<file path="src/rtl/perf_tcp_listen_fsm_if.sv">
// Listen request/response streams between the listen FSM (master) and the network stack (slave).
// Plain valid/ready on both streams; the request goes FSM -> stack, the response comes back.
interface perf_tcp_listen_fsm_if #(
    parameter int PORT_BITS = 16,
    parameter int RSP_BITS  = 8
);
    logic                 m_listen_req_valid;
    logic                 m_listen_req_ready;
    logic [PORT_BITS-1:0] m_listen_req_data;
    logic                 s_listen_rsp_valid;
    logic                 s_listen_rsp_ready;
    logic [RSP_BITS-1:0]  s_listen_rsp_data;

    modport master (
        output m_listen_req_valid,
        output m_listen_req_data,
        input  m_listen_req_ready,
        input  s_listen_rsp_valid,
        input  s_listen_rsp_data,
        output s_listen_rsp_ready
    );

    modport slave (
        input  m_listen_req_valid,
        input  m_listen_req_data,
        output m_listen_req_ready,
        output s_listen_rsp_valid,
        output s_listen_rsp_data,
        input  s_listen_rsp_ready
    );
endinterface

</file>
<file path="src/rtl/perf_tcp_listen_fsm.sv">
// Turns a host GO pulse + port into one listen request, waits for the response or a timeout, holds a sticky status.
// Latency: request valid 1 cycle after GO; status visible 1 cycle after the response handshake or timeout.
// Backpressure: request held stable until ready; response ready is low only while a request is outstanding in REQ.
module perf_tcp_listen_fsm #(
    parameter int PORT_BITS      = 16,
    parameter int RSP_BITS       = 8,
    parameter int ACC_BITS       = 32,
    parameter int TIMEOUT_CYCLES = 0
) (
    input  logic                 aclk,
    input  logic                 aresetn,
    input  logic [1:0]           listen_ctrl,
    input  logic [PORT_BITS-1:0] listen_port_addr,
    input  logic [1:0]           port_sts_rd,
    perf_tcp_listen_fsm_if.master lif,
    output logic                 listen_rsp_ready,
    output logic [RSP_BITS-1:0]  listen_rsp_data,
    output logic [ACC_BITS-1:0]  listen_port_acc
);

    localparam int TIMER_BITS = (TIMEOUT_CYCLES > 0) ? $clog2(TIMEOUT_CYCLES + 1) : 1;
    localparam bit TIMEOUT_EN = (TIMEOUT_CYCLES != 0);
    localparam logic [TIMER_BITS-1:0] TIMER_LAST =
        TIMER_BITS'((TIMEOUT_CYCLES > 0) ? (TIMEOUT_CYCLES - 1) : 0);
    localparam logic [ACC_BITS-1:0] ACC_MAX = {ACC_BITS{1'b1}};

    typedef enum logic [1:0] {
        ST_IDLE     = 2'd0,
        ST_REQ      = 2'd1,
        ST_WAIT_RSP = 2'd2,
        ST_DONE     = 2'd3
    } state_t;

    state_t                state_q;
    logic [PORT_BITS-1:0]  port_q;
    logic [TIMER_BITS-1:0] timer_q;
    logic                  req_vld_q;
    logic                  rsp_rdy_q;
    logic                  sts_vld_q;
    logic [RSP_BITS-1:0]   sts_dat_q;
    logic [ACC_BITS-1:0]   acc_q;

    logic go;
    logic ack;
    logic req_hs;
    logic rsp_hs;
    logic unused_ctrl_bits;

    assign go     = listen_ctrl[0];
    assign ack    = port_sts_rd[0];
    assign req_hs = req_vld_q & lif.m_listen_req_ready;
    assign rsp_hs = lif.s_listen_rsp_valid & rsp_rdy_q;

    assign unused_ctrl_bits = ^{listen_ctrl[1], port_sts_rd[1]};

    always_ff @(posedge aclk or negedge aresetn) begin
        if (!aresetn) begin
            state_q   <= ST_IDLE;
            port_q    <= '0;
            timer_q   <= '0;
            req_vld_q <= 1'b0;
            rsp_rdy_q <= 1'b0;
            sts_vld_q <= 1'b0;
            sts_dat_q <= '0;
            acc_q     <= '0;
        end else begin
            case (state_q)
                ST_IDLE: begin
                    if (go) begin
                        port_q    <= listen_port_addr;
                        req_vld_q <= 1'b1;
                        rsp_rdy_q <= 1'b0;
                        state_q   <= ST_REQ;
                    end else begin
                        rsp_rdy_q <= 1'b1;
                    end
                end

                ST_REQ: begin
                    if (req_hs) begin
                        req_vld_q <= 1'b0;
                        rsp_rdy_q <= 1'b1;
                        timer_q   <= '0;
                        state_q   <= ST_WAIT_RSP;
                    end
                end

                // A response arriving in the timeout cycle takes precedence over the timeout.
                ST_WAIT_RSP: begin
                    if (rsp_hs) begin
                        sts_dat_q <= lif.s_listen_rsp_data;
                        sts_vld_q <= 1'b1;
                        if (lif.s_listen_rsp_data[0] && (acc_q != ACC_MAX)) begin
                            acc_q <= acc_q + ACC_BITS'(1);
                        end
                        state_q <= ST_DONE;
                    end else if (TIMEOUT_EN && (timer_q == TIMER_LAST)) begin
                        sts_dat_q <= '1;
                        sts_vld_q <= 1'b1;
                        state_q   <= ST_DONE;
                    end else begin
                        timer_q <= timer_q + TIMER_BITS'(1);
                    end
                end

                // GO here is dropped even when it coincides with the ACK.
                ST_DONE: begin
                    if (ack) begin
                        sts_vld_q <= 1'b0;
                        state_q   <= ST_IDLE;
                    end
                end

                default: begin
                    state_q   <= ST_IDLE;
                    req_vld_q <= 1'b0;
                    rsp_rdy_q <= 1'b0;
                end
            endcase
        end
    end

    assign lif.m_listen_req_valid = req_vld_q;
    assign lif.m_listen_req_data  = port_q;
    assign lif.s_listen_rsp_ready = rsp_rdy_q;
    assign listen_rsp_ready       = sts_vld_q;
    assign listen_rsp_data        = sts_dat_q;
    assign listen_port_acc        = acc_q;

    a_req_stable: assert property (@(posedge aclk) disable iff (!aresetn)
        (req_vld_q && !lif.m_listen_req_ready) |=> (req_vld_q && $stable(port_q)));

    a_sts_only_in_done: assert property (@(posedge aclk) disable iff (!aresetn)
        sts_vld_q |-> (state_q == ST_DONE));

    a_no_rsp_rdy_in_req: assert property (@(posedge aclk) disable iff (!aresetn)
        rsp_rdy_q |-> (state_q != ST_REQ));

endmodule
</file>
<file path="src/flat_wrapper.sv">
// flat-port wrapper written by rule: the top's interface ports become plain ports
module perf_tcp_listen_fsm_flat 
#(
    parameter int PORT_BITS      = 16,
    parameter int RSP_BITS       = 8,
    parameter int ACC_BITS       = 32,
    parameter int TIMEOUT_CYCLES = 0
)
  (aclk, aresetn, listen_ctrl, listen_port_addr, port_sts_rd, listen_rsp_ready, listen_rsp_data, listen_port_acc, lif_m_listen_req_valid, lif_m_listen_req_data, lif_m_listen_req_ready, lif_s_listen_rsp_valid, lif_s_listen_rsp_data, lif_s_listen_rsp_ready);
  perf_tcp_listen_fsm_if #(.PORT_BITS(PORT_BITS), .RSP_BITS(RSP_BITS)) lif_i ();
  input  logic aclk;
  input  logic aresetn;
  input  logic [1:0] listen_ctrl;
  input  logic [PORT_BITS-1:0] listen_port_addr;
  input  logic [1:0] port_sts_rd;
  output logic listen_rsp_ready;
  output logic [RSP_BITS-1:0] listen_rsp_data;
  output logic [ACC_BITS-1:0] listen_port_acc;
  output wire logic [$bits(lif_i.m_listen_req_valid)-1:0] lif_m_listen_req_valid;
  output wire logic [$bits(lif_i.m_listen_req_data)-1:0] lif_m_listen_req_data;
  input wire logic [$bits(lif_i.m_listen_req_ready)-1:0] lif_m_listen_req_ready;
  input wire logic [$bits(lif_i.s_listen_rsp_valid)-1:0] lif_s_listen_rsp_valid;
  input wire logic [$bits(lif_i.s_listen_rsp_data)-1:0] lif_s_listen_rsp_data;
  output wire logic [$bits(lif_i.s_listen_rsp_ready)-1:0] lif_s_listen_rsp_ready;
  assign lif_m_listen_req_valid = lif_i.m_listen_req_valid;
  assign lif_m_listen_req_data = lif_i.m_listen_req_data;
  assign lif_i.m_listen_req_ready = lif_m_listen_req_ready;
  assign lif_i.s_listen_rsp_valid = lif_s_listen_rsp_valid;
  assign lif_i.s_listen_rsp_data = lif_s_listen_rsp_data;
  assign lif_s_listen_rsp_ready = lif_i.s_listen_rsp_ready;
  perf_tcp_listen_fsm #(.PORT_BITS(PORT_BITS), .RSP_BITS(RSP_BITS), .ACC_BITS(ACC_BITS), .TIMEOUT_CYCLES(TIMEOUT_CYCLES)) u_core (.aclk(aclk), .aresetn(aresetn), .listen_ctrl(listen_ctrl), .listen_port_addr(listen_port_addr), .port_sts_rd(port_sts_rd), .lif(lif_i), .listen_rsp_ready(listen_rsp_ready), .listen_rsp_data(listen_rsp_data), .listen_port_acc(listen_port_acc));
endmodule
</file>
<file path="config.mk">
export PLATFORM = sky130hd
export DESIGN_NAME = perf_tcp_listen_fsm_flat
export DESIGN_NICKNAME = d
export VERILOG_FILES = /design/src/rtl/perf_tcp_listen_fsm_if.sv /design/src/rtl/perf_tcp_listen_fsm.sv /design/src/flat_wrapper.sv
export SDC_FILE = /design/constraint.sdc
export NUM_CORES = 1
export LEC_CHECK = 0
export CAP_MARGIN = 10
export CORE_ASPECT_RATIO = 1.2
export CORE_MARGIN = 2
export CORE_UTILIZATION = 30
export CTS_CLUSTER_SIZE = 10
export DETAILED_ROUTE_END_ITERATION = 8
export PLACE_DENSITY = 0.68
export SLEW_MARGIN = 40
export SYNTH_ARGS = -nofsm -noshare
export SYNTH_HDL_FRONTEND = slang
export SYNTH_SLANG_ARGS = --single-unit
export TNS_END_PERCENT = 100
</file>
<file path="constraint.sdc">
create_clock -name aclk -period 2.4 [get_ports aclk]
set_input_delay 0.36 -clock aclk [delete_from_list [all_inputs] [get_ports aclk]]
set_output_delay 0.36 -clock aclk [all_outputs]
set_load 0.1 [all_outputs]
</file>
==> key figures, run 1 <==
Critical path
  – CP Launch Type: flip-flop
  – RR Startpoint: u_core.state_q[0]
  – R2R Setup Slk: 300 ps
  – WP data required: 2610 ps
  – Cell count of the worst reg-to-reg path: 7
  – RR Endpoint: u_core.listen_port_acc[28]
  – Data arrival, critical path: 2310 ps
  – Crit Path Max Fanout: 8
  – Kind of critical path: flip-flop to flip-flop
  – CP endpoint kind: flip-flop

Placement
  – GP Congestion: 0.807
  – Placed cell areas: 3670 um^2
  – Port bufs: 88
  – Final HPWL DP: 4660 um

Timing
  – Setup violators final: 0
  – Unrepaired setup endpoints after global routing: no
  – Fmax: 476 MHz
  – Fin. Hold Viols: 0
  – Hold Slack: 361 ps
  – Pins Over Slew Limit: 0
  – Clock Skew: 7.93 ps
  – Min Tclk post-route: 2100 ps
  – Period utilization: 87.6%
  – Slew @ Worst Pin: 525 ps
  – TNS Setup: 0 ps
  – Max_slew headroom: 64.6%

Cells and area
  – Most common cell after layout, fill and taps aside: buf_4
  – Commonest non-fill, non-tap cells in the layout: 64 x buf_4, 54 x dfrtp_1, 28 x clkdlybuf4s50_1
  – Post-route cell area: 3890 um^2
  – Core Util, Final: 43.2%
  – Layout area overhead: 40.9%
  – # nets final: 366
  – N_diodes: 0
  – Fraction of layout cells with a size suffix above 1: 35.2%

Power and ir drop
  – Pwr Density: 1390 nW/um^2
  – Logic pwr share: 54.8%
  – Leakage: 1.86 nW
  – Worst ir drop on vdd: 0.000879 V
  – Net load switching power: 2.85 mW
  – Switching share of power: 52.8%
  – Share of power burned in registers: 27.7%
  – Final Power: 5.41 mW
  – Internal cell power: 2.55 mW
  – Power share of the clock group: 17.4%

Floorplan
  – Chip Height: 109 um
  – Die X: 91.5 um
  – FP Rows: 38
  – Die area: 9980 um^2
  – Core ar.: 8990 um^2
  – Starting density of the core: 30.7%
  – I/O pin count: 91

Min path
  – Min-delay worst type: input port to async pin

Logic synthesis
  – Mapped cell area: 2760 um^2
  – Synthesized Nets: 263
  – Yosys reg bits: 61
  – Synth area leader: dfrtp_1
  – Netlist cell types: 37
  – Sequential fraction of the synthesis area: 55.4%
  – Cells taking the most area after synthesis: dfrtp_1 55%, mux2_2 9.8%, xnor2_1 5.1%, xor2_1 4.4%, nand4_1 3.2%
  – Synth top area share: 55.4%
  – Synth Instances: 225
  – Synth warnings: 0
  – Syn avg cell area: 12.3 um^2

Routing
  – DRT iter0 DRCs: 80
  – Antenna viol nets, final: 0
  – Post-DR vias/cell: 4.60
  – Drt total wl: 6270 um
  – First-pass iteration count of the detailed router: 4
  – Routed len/inst: 13.9 um
  – Remaining DRCs: 0
  – Via count: 2079

GRT
  – GRT Residual Overflow: 0
  – Number of global-route vias before repair: 2087
  – First-pass GRT wire length: 10300 um
  – Initial antenna violation count: 0
  – Largest net degree at the start of global routing: 32
  – GRT Total Usage: 13.2%

Clock network
  – Clk pin slew, worst setup/hold paths: 60 ps
  – Post-CTS setup buffer count: 0
  – TritonCTS Buffers: 9
  – Clock Latency Late Sink: 330 ps
  – CTS Root Cell: clkbuf_8
  – CTS Buffer Depth: 2
  – H-tree Lvls: 3
  – CTS tree: done
  – Sink Count: 61

Run
  – MaxCap Viol Count: 0

Outcome
  – Status: complete, no violations
## worst max-delay path by stage
| stage | start | endpoint | slack [ps] | cells after the start |
|---|---|---|---|---|
| floorplan | u_core.listen_port_acc[9] | u_core.listen_port_acc[29] | 0.9 | 5 |
| CTS | u_core.state_q[0] | u_core.listen_port_acc[28] | 280 | 7 |
| finish | u_core.state_q[0] | u_core.listen_port_acc[28] | 300 | 7 |
| detailed placement | lif_s_listen_rsp_valid | u_core.listen_port_acc[28] | 180 | 6 |
| global placement | lif_s_listen_rsp_valid | u_core.listen_port_acc[24] | 240 | 6 |
| global route | u_core.state_q[0] | u_core.listen_port_acc[24] | 130 | 7 |
## layout make-up
| class | instances | area (um^2) |
|---|---|---|
| fill | 856 | 5100 |
| sequential | 61 | 1540 |
| multi-input combinational | 155 | 1200 |
| timing repair buffer | 94 | 776 |
| clock buffer | 14 | 173 |
| tap | 120 | 150 |
| clock inverter | 1 | 30.0 |
| inverter | 7 | 26.3 |
## metal layers
metal	global-route usage [%]	routed length (um)	part of all wire, %	up-vias
li1	-	-	-	999
met1	16.8	2870	46	1003
met2	20.6	2930	47	69
met3	4.08	397	6.3	8
met4	5.84	80	1.3	0
met5	0	0	0	-
## critical path: stages (launching register included)
cell and delay [ps]:
dfrtp_1 400, inv_1 120, ha_1 290, nand4_4 210, nor4_1 340, and3_1 300, nand4_1 150, xnor2_1 160
## power by group through the flow
stage / sequential (mW) / clock (mW) / combinational, mW
floorplan: 3.35 / 0 / 0.490
global placement: 1.50 / 0 / 2.95
detailed placement: 1.52 / 0 / 2.98
CTS: 1.50 / 0.978 / 2.99
global route: 1.54 / 1.02 / 3.07
finish: 1.50 / 0.943 / 2.97
## state kept, by name, indices dropped and copies added, names as in the netlist
name                           flops
u_core.lif.m_listen_req_data      16
u_core.lif.s_listen_rsp_ready      1
u_core.listen_rsp_ready            1
u_core.listen_rsp_data             8
u_core.listen_port_acc            32
u_core.lif.m_listen_req_valid      1
u_core.state_q                     2
## what timing repair did
| item | CTS | global route |
|---|---|---|
| hold endpoints to repair | 3 | 0 |
| hold buffers | 1 | 0 |
| resized for setup | 0 | 0 |
## synth_stat cells, drive strengths merged
library cell and count:
a2111oi 1, a211o 1, a21boi 1, a21oi 1, a221oi 1, a22o 1, a22oi 1, a31oi 2
and2 3, and3 10, and4 3, buf 1, clkbuf 1, dfrtp 61, ha 6, inv 7
mux2 24, mux2i 1, nand2 18, nand3 6, nand3b 1, nand4 16, nand4b 1, nor2 9
nor2b 1, nor3 5, nor4 1, o21ai 7, o22ai 1, or2 2, or3 1, xnor2 16
xor2 14
## cells by family (layout without fill, tap and decap cells)
| logic type | after synthesis | after routing | synth area share (%) |
|---|---|---|---|
| compound gates | 17 | 17 | 4.72 |
| xor+xnor | 30 | 30 | 9.53 |
| fa+ha+maj | 6 | 6 | 2.72 |
| buf+inv | 9 | 116 | 1.27 |
| flops | 61 | 61 | 55.4 |
| mux | 25 | 25 | 10.2 |
| simple gates | 77 | 77 | 16.2 |
## through the flow
step | instances | setup slack, ps
finish | 452 | 298
global route | 452 | 125
CTS | 452 | 280
detailed placement | 436 | 180
global placement | 436 | 243
floorplan | 225 | 0.887
Note: power is estimated with default switching activity, not from simulation.
==> inputs of run 2 (changes only) <==
--- a/config.mk
+++ b/config.mk
@@ -12,6 +12,7 @@
 export CTS_CLUSTER_SIZE = 10
 export DETAILED_ROUTE_END_ITERATION = 8
 export PLACE_DENSITY = 0.68
+export REMOVE_ABC_BUFFERS = 1
 export SLEW_MARGIN = 40
 export SYNTH_ARGS = -nofsm -noshare
 export SYNTH_HDL_FRONTEND = slang
==> run 2 against run 1 <==
Against the previous run: first-iteration DRC count shrank 50%; core utilization is 0.53 points lower; clock-buffer cell count decreased by 2; design area down 1.2%; fmax fell by 0.92%; clock power fell by 14%; register-to-register slack lost 20 ps; critical endpoint is now u_core.listen_port_acc[22].
==> key figures, run 2 (synthesized netlist as in run 1, its figures left out) <==
Routing
  – Remaining DRCs: 0 (unchanged)
  – DRT iter0 DRCs: 40 (-50%)
  – Drt total wl: 6070 um (-3.2%)
  – Via count: 2088 (+0.43%)
  – Routed len/inst: 13.5 um (-3.0%)
  – Antenna viol nets, final: 0 (unchanged)
  – First-pass iteration count of the detailed router: 4 (unchanged)
  – Post-DR vias/cell: 4.63 (+0.66%)

GRT
  – First-pass GRT wire length: 9970 um (-3.0%)
  – Largest net degree at the start of global routing: 62 (+94%)
  – GRT Total Usage: 12.9% (-0.28 points)
  – Number of global-route vias before repair: 2065 (-1.1%)
  – GRT Residual Overflow: 0 (unchanged)
  – Initial antenna violation count: 0 (unchanged)

Clock network
  – Hold_buf cts: 0 (-1)
  – TritonCTS Buffers: 9 (unchanged)
  – CTS Buffer Depth: 2 (unchanged)
  – CTS resizes: 0 (unchanged)
  – CTS tree: done
  – Post-CTS setup buffer count: 0 (unchanged)
  – Clock Latency Late Sink: 340 ps (about the same)
  – CTS Root Cell: clkbuf_8
  – Sink Count: 61 (unchanged)
  – Clk pin slew, worst setup/hold paths: 70 ps (about the same)
  – H-tree Lvls: 3 (unchanged)

Floorplan
  – Core ar.: 8990 um^2 (unchanged)
  – Die X: 91.5 um (unchanged)
  – FP Rows: 38 (unchanged)
  – Die area: 9980 um^2 (unchanged)
  – Starting density of the core: 30.7% (unchanged)
  – I/O pin count: 91 (unchanged)
  – Chip Height: 109 um (unchanged)

Power and ir drop
  – Pwr Density: 1370 nW/um^2 (-1.3%)
  – Worst ir drop on vdd: 0.000740 V (-16%)
  – Leakage: 1.86 nW (-0.42%)
  – Net load switching power: 2.86 mW (+0.16%)
  – Power share of the clock group: 15.5% (-1.9 points)
  – Internal cell power: 2.41 mW (-5.6%)
  – Final Power: 5.27 mW (-2.5%)
  – Share of power burned in registers: 28.2% (+0.5 points)
  – Logic pwr share: 56.3% (+1.5 points)
  – Switching share of power: 54.3% (+1.5 points)

Critical path
  – CP Launch Type: flip-flop
  – WP data required: 2670 ps (+60 ps)
  – Crit Path Max Fanout: 8 (unchanged)
  – Kind of critical path: flip-flop to flip-flop
  – CP endpoint kind: flip-flop
  – Data arrival, critical path: 2390 ps (+80 ps)

Placement
  – Placed cell areas: 3660 um^2 (-0.44%)
  – Port bufs: 88 (unchanged)
  – GP Congestion: 0.760 (-5.8%)
  – Final HPWL DP: 4420 um (-5.1%)

Outcome
  – Status: complete, no violations

Cells and area
  – Commonest non-fill, non-tap cells in the layout: 62 x buf_4, 61 x dfrtp_1, 28 x clkdlybuf4s50_1
  – N_diodes: 0 (unchanged)
  – Post-route cell area: 3840 um^2 (-1.2%)
  – Filler cells: 863 (+0.82%)
  – # nets final: 364 (-0.55%)
  – Max FFs per register: 32 (unchanged)
  – Layout area overhead: 39.2%
  – Most common cell after layout, fill and taps aside: buf_4
  – Fraction of layout cells with a size suffix above 1: 33.5% (-1.7 points)
  – Core Util, Final: 42.7% (-0.53 points)

Timing
  – Setup violators final: 0 (unchanged)
  – Max_slew headroom: 63.2% (-1.4 points)
  – Period utilization: 88.4% (+0.81 points)
  – Unrepaired setup endpoints after global routing: no
  – Clock Skew: 7.08 ps (-0.842 ps)
  – Min Tclk post-route: 2120 ps (+19.5 ps)
  – Fin. Hold Viols: 0 (unchanged)
  – Pins Over Slew Limit: 0 (unchanged)
  – Slew @ Worst Pin: 552 ps (+26.6 ps)
  – Fmax: 471 MHz (-0.92%)

Run
  – MaxCap Viol Count: 0 (unchanged)

Min path
  – Min-delay worst type: input port to async pin
==> run 2: stage by stage <==
step,hold slack [ps],setup TNS [ps],std cells,setup WS [ps]
floorplan,64.4,-460,223,-98.6
global placement,469,0,435,234
detailed placement,487,0,435,193
CTS,200,0,451,266
global route,117,0,451,92.9
finish,92.8,0,451,279
==> run 2: power groups by stage <==
| stage | registers, mW | clock network [mW] | logic (mW) |
|---|---|---|---|
| global placement | 1.49 | 0 | 2.96 |
| detailed placement | 1.51 | 0 | 2.99 |
| floorplan | 3.35 | 0 | 0.488 |
| CTS | 1.49 | 0.852 | 2.99 |
| finish | 1.49 | 0.814 | 2.97 |
| global route | 1.53 | 0.903 | 3.08 |
==> run 2: path summary, 6_finish.rpt <==
kind	from	to	slack (ps)	depth (start not counted)
max	u_core.state_q[0]	u_core.listen_port_acc[22]	280	7
min	aresetn	u_core.listen_rsp_ready	90	2
max reg2reg	u_core.state_q[0]	u_core.listen_port_acc[22]	280	7
min reg2reg	u_core.listen_port_acc[31]	u_core.listen_port_acc[31]	490	1
max in group asynchronous	aresetn	u_core.listen_port_acc[26]	1930	2
min in group aclk	u_core.listen_port_acc[31]	u_core.listen_port_acc[31]	490	1
==> run 2: area by class of cell <==
class	instances	area [um^2]	share of cell area (%)
clock buffer	12	155	4.04
clock inverter	4	22.5	0.587
inverter	7	26.3	0.684
multi-input combinational	155	1200	31.2
sequential	61	1530	39.8
tap	120	150	3.91
timing repair buffer	92	762	19.9
==> run 2: critical path: stages (launching register included) <==
cell and delay (ps):
dfrtp_1 400, inv_1 130, ha_1 290, nand4_4 220, nor4_1 360, and3_1 310, and3_1 200, xor2_1 140
==> run 2: metal layers <==
layer	wire length, um	part of all wire (%)	global-route usage, %	vias up
met4	80	1.3	5.52	0
met2	2920	48	20.4	68
met3	411	6.8	4.91	10
li1	-	-	-	1006
met5	0	0	0	-
met1	2660	44	15.7	1004
